<file path="config.mk">
export PLATFORM = sky130hd
export DESIGN_NAME = decoder_3to8
export DESIGN_NICKNAME = d
export VERILOG_FILES = /design/src/rtl/decoder_3to8.sv
export SDC_FILE = /design/constraint.sdc
export NUM_CORES = 1
export LEC_CHECK = 0
export ABC_CLOCK_PERIOD_IN_PS = 850
export CORE_AREA = 2 2 39 41
export DETAILED_ROUTE_END_ITERATION = 8
export DIE_AREA = 0 0 41 43
export HOLD_SLACK_MARGIN = 0.05
export SLEW_MARGIN = 20
export SYNTH_ARGS = -nofsm -noshare
export SYNTH_HDL_FRONTEND = slang
export SYNTH_SLANG_ARGS = --single-unit
</file>
<file path="constraint.sdc">
create_clock -name clk -period 0.85 [get_ports clk]
set_clock_uncertainty 0.15 [all_clocks]
set_input_delay 0.17 -clock clk [delete_from_list [all_inputs] [get_ports clk]]
set_output_delay 0.17 -clock clk [all_outputs]
set_load 0.02 [all_outputs]
</file>
<file path="src/rtl/decoder_3to8.sv">
// ---------------------------------------------------------------------------
// decoder_3to8
//
// Registered binary-to-one-hot select decoder. A select code on `in` is
// decoded into one of OUT_W select lines when `enable` is high; with enable
// low every line is inactive. The result is registered, so `out` changes only
// on a rising clock edge and lags its inputs by exactly one cycle.
//
// Reset (rst_n low) clears the outputs to the inactive level immediately,
// without waiting for a clock edge. Release is taken on the next rising edge.
//
// OUT_ACTIVE_LOW = 1 inverts every output line, including the reset value,
// for downstream selects that are active low.
//
// Optional build macro: DECODER_3TO8_STATUS_EN
//   Adds out_valid (registered enable) and sel_q (last enabled select code).
//   The behaviour of `out` is the same with or without the macro.
// ---------------------------------------------------------------------------
module decoder_3to8 #(
    parameter int IN_W           = 3,
    parameter int OUT_W          = 8,
    parameter bit OUT_ACTIVE_LOW = 1'b0
) (
    input  logic             clk,
    input  logic             rst_n,
    input  logic [IN_W-1:0]  in,
    input  logic             enable,
    output logic [OUT_W-1:0] out
`ifdef DECODER_3TO8_STATUS_EN
    ,
    output logic             out_valid,
    output logic [IN_W-1:0]  sel_q
`endif
);

    // Level driven on a select line that is not selected (and during reset).
    localparam logic INACTIVE_LVL = OUT_ACTIVE_LOW;

    // -----------------------------------------------------------------------
    // Configuration guard: one output line per select code, no more, no less.
    // A mismatched pair would silently drop or never drive some selects.
    // -----------------------------------------------------------------------
    generate
        if (OUT_W != (1 << IN_W)) begin : g_bad_cfg
            $error("decoder_3to8: OUT_W (%0d) must equal 2**IN_W (%0d)",
                   OUT_W, (1 << IN_W));
        end
    endgenerate

    // -----------------------------------------------------------------------
    // Next-state decode, active-high form.
    //
    // The select is written by indexing with `in`. If `in` carries X/Z the
    // indexed write is dropped in simulation and, likewise, an unknown
    // `enable` takes the "not enabled" branch, so an undefined input decodes
    // to all-inactive rather than a partial one-hot pattern.
    // -----------------------------------------------------------------------
    logic [OUT_W-1:0] decode_next;

    // Combinational one-hot decode of the current select code.
    always_comb begin
        decode_next = '0;
        if (enable) begin
            decode_next[in] = 1'b1;
        end
    end

    // -----------------------------------------------------------------------
    // Output register, one flop per select line. The polarity inversion is
    // folded in ahead of the flop so nothing combinational follows it and the
    // outputs come straight from registers.
    // -----------------------------------------------------------------------
    logic [OUT_W-1:0] out_reg;

    genvar gi;
    generate
        for (gi = 0; gi < OUT_W; gi++) begin : g_line
            // Register select line gi; async clear to the inactive level.
            always_ff @(posedge clk or negedge rst_n) begin
                if (!rst_n) begin
                    out_reg[gi] <= INACTIVE_LVL;
                end else begin
                    out_reg[gi] <= decode_next[gi] ^ OUT_ACTIVE_LOW;
                end
            end
        end
    endgenerate

    assign out = out_reg;

`ifdef DECODER_3TO8_STATUS_EN
    // -----------------------------------------------------------------------
    // Status side-band. out_valid follows enable with the same latency as
    // out; sel_q remembers the last code that was actually decoded, so it
    // holds through disabled cycles.
    // -----------------------------------------------------------------------
    logic            valid_reg;
    logic [IN_W-1:0] sel_reg;

    // Register enable and capture the select code only on enabled cycles.
    always_ff @(posedge clk or negedge rst_n) begin
        if (!rst_n) begin
            valid_reg <= 1'b0;
            sel_reg   <= '0;
        end else begin
            valid_reg <= enable;
            if (enable) begin
                sel_reg <= in;
            end
        end
    end

    assign out_valid = valid_reg;
    assign sel_q     = sel_reg;
`endif

endmodule

</file>
==> results.sh <==
export IMPL_ys_ff_latch=8
export IMPL_fill_cells=140
export IMPL_final_hold_viol_count=0
export IMPL_rsz0062_at_grt="yes"
export IMPL_seq_area_frac_synth_pct=67.5
export IMPL_nets=40
export IMPL_grt_max_degree=9
export IMPL_yosysWarnings=0
export IMPL_cp_slowest_cell="dfrtp_1"
export IMPL_netSwitchingPower_uw=165
export IMPL_hold_class="in -> async"
export IMPL_die_h_um=43
export IMPL_viasPerCell=4.31
export IMPL_routabilityCongestion=0.703
export IMPL_core_um2=1380
export IMPL_syn_avg_cell_area_um2=18.5
export IMPL_drc=0
export IMPL_cp_start_kind="flop"
export IMPL_overflow=0
export IMPL_clkPwrFrac_pct=36.9
export IMPL_cp_required_ns=0.53
export IMPL_dr_pass1_iters=1
export IMPL_grt_first_pass_wirelength_um=807
export IMPL_seqCellArea_um2=200
export IMPL_htree_levels=1
export IMPL_yosys_area_top_type_share_pct=67.5
export IMPL_cts_sinks=8
export IMPL_area_growth_synth_to_final_pct=59.9
export IMPL_die_w_um=41
export IMPL_layout_common_cells="dfrtp_1 (8), buf_6 (8), dlygate4sd2_1 (4)"
export IMPL_dieArea_um2=1760
export IMPL_vias=207
export IMPL_cts_buffer_depth=2
export IMPL_postRouteAntennaNets=0
export IMPL_top_layer="met4"
export IMPL_synth_largest_area_cell="dfrtp_1"
export IMPL_syn_area_um2=297
export IMPL_violations="negative setup slack"
export IMPL_root_buffer="clkbuf_4"
export IMPL_drt_iter0_drc=0
export IMPL_setup_viol_count_final=8
export IMPL_critPathArrivalTime_ns=0.75
export IMPL_power_density_nw_per_um2=1610
export IMPL_num_antenna_cells=0
export IMPL_power_uw=761
export IMPL_port_buffers=13
export IMPL_crit_family="flip-flops"
export IMPL_switching_share_pct=21.7
export IMPL_crit_buf_inv=1
export IMPL_wirelength_um=487
export IMPL_start_util_pct=21.4
export IMPL_seqPwrFrac_pct=51.9
export IMPL_wl_met1_um=181
export IMPL_postCtsSetupBuffers=0
export IMPL_grt_total_usage_pct=8.31
export IMPL_fin_crit_sh_pct=126
export IMPL_slew_violations=0
export IMPL_setup_ws_ns=-0.220
export IMPL_cp_end_kind="primary output"
export IMPL_met3_length_um=78
export IMPL_p_leak_uw=0.000231
export IMPL_internal_power_uw=596
export IMPL_wl_per_cell_um=10.1
export IMPL_fmax_ghz=0.934
export IMPL_io_pins=14
export IMPL_synth_top_cells_by_area="dfrtp_1 (68%), and4bb_2 (13%), and4b_2 (11%), nor4b_2 (5.1%), and4_2 (3.4%)"
export IMPL_num_rows=14
export IMPL_final_util_pct=34.3
export IMPL_netlist_instances=16
export IMPL_worstPathMaxFanout=1
export IMPL_status="finished, violations left"
export IMPL_synthesis_nets=22
export IMPL_cts_tree="done"
export IMPL_met2_wirelength_um=194
export IMPL_ir_drop_mv=0.662
export IMPL_tightestPinTransition_ns=0.334
export IMPL_drive_gt1_share_pct=59.4
export IMPL_multi_input_area_um2=96.3
export IMPL_period_minus_slack_ns=1.07
export IMPL_path_cells="buf_6"
export IMPL_path_clk_slew_ns=0.05
export IMPL_grt_pass1_vias=194
export IMPL_antenna_found_initial=0
export IMPL_cap_viol_max_count=0
export IMPL_largest_register_ffs=8
export IMPL_critPathKind="reg -> out"
export IMPL_crit_path_max_incr_delay_ns=0.37
export IMPL_cts_made_buffers=3
export IMPL_power_frac_comb_pct=11.2
export IMPL_yosysUniqueCellTypes=5
export IMPL_relSlewSlack_pct=77.7
[cell type report]
type / instances / share of cell area [%]
Sequential cell: 8 / 42.2
Multi-Input combinational cell: 8 / 20.3
Timing Repair Buffer: 13 / 28.5
Clock buffer: 3 / 4.75
Tap cell: 16 / 4.22
[layer usage]
layer | up-vias | track usage [%]
met4 | 0 | 12.0
met1 | 93 | 8.94
met2 | 14 | 7.50
met5 | - | 0
met3 | 4 | 6.81
li1 | 96 | -
[kinds of logic after synthesis]
group	synth area share, %
flops	67.5
simple gates	32.5
[cells in the mapped netlist]
cell type	count
and4_2	1
and4b_2	3
and4bb_2	3
dfrtp_1	8
nor4b_2	1
[path summary, 6_finish.rpt]
path                         from  endpoint  slack, ns  cells past startpoint
min                         rst_n    out[2]       0.03                      1
max                        out[2]    out[2]      -0.22                      1
max in group asynchronous   rst_n    out[6]       0.27                      1
min in group clk            in[2]    out[0]       0.20                      2
[timing repair]
item                       in CTS  in global routing
resized for setup              52                  0
hold endpoints to repair        8                  0
setup endpoints to repair      16                  8
[metrics by stage]
step / area (um^2) / setup slack [ns] / hold WS, ns / cells / setup TNS (ns)
floorplan: 297 / 0.114 / -0.276 / 16 / 0
finish: 474 / -0.220 / 0.0325 / 48 / -1.72
global placement: 447 / -0.423 / 0.304 / 45 / -6.16
global route: 474 / -0.257 / 0.0551 / 48 / -1.99
CTS: 474 / -0.234 / 0.0345 / 48 / -1.82
detailed placement: 447 / -0.450 / 0.309 / 45 / -6.52
[power by group through the flow]
| stage | Clock, uW | Combinational (uW) | Sequential [uW] |
|---|---|---|---|
| after CTS | 295 | 86.5 | 395 |
| after global routing | 321 | 93.0 | 396 |
| after detailed placement | 0 | 91.5 | 400 |
| after global placement | 0 | 88.7 | 399 |
| final | 281 | 85.3 | 395 |
| after floorplan | 0 | 14.8 | 413 |
No activity file was read; power rests on OpenSTA's default activity.
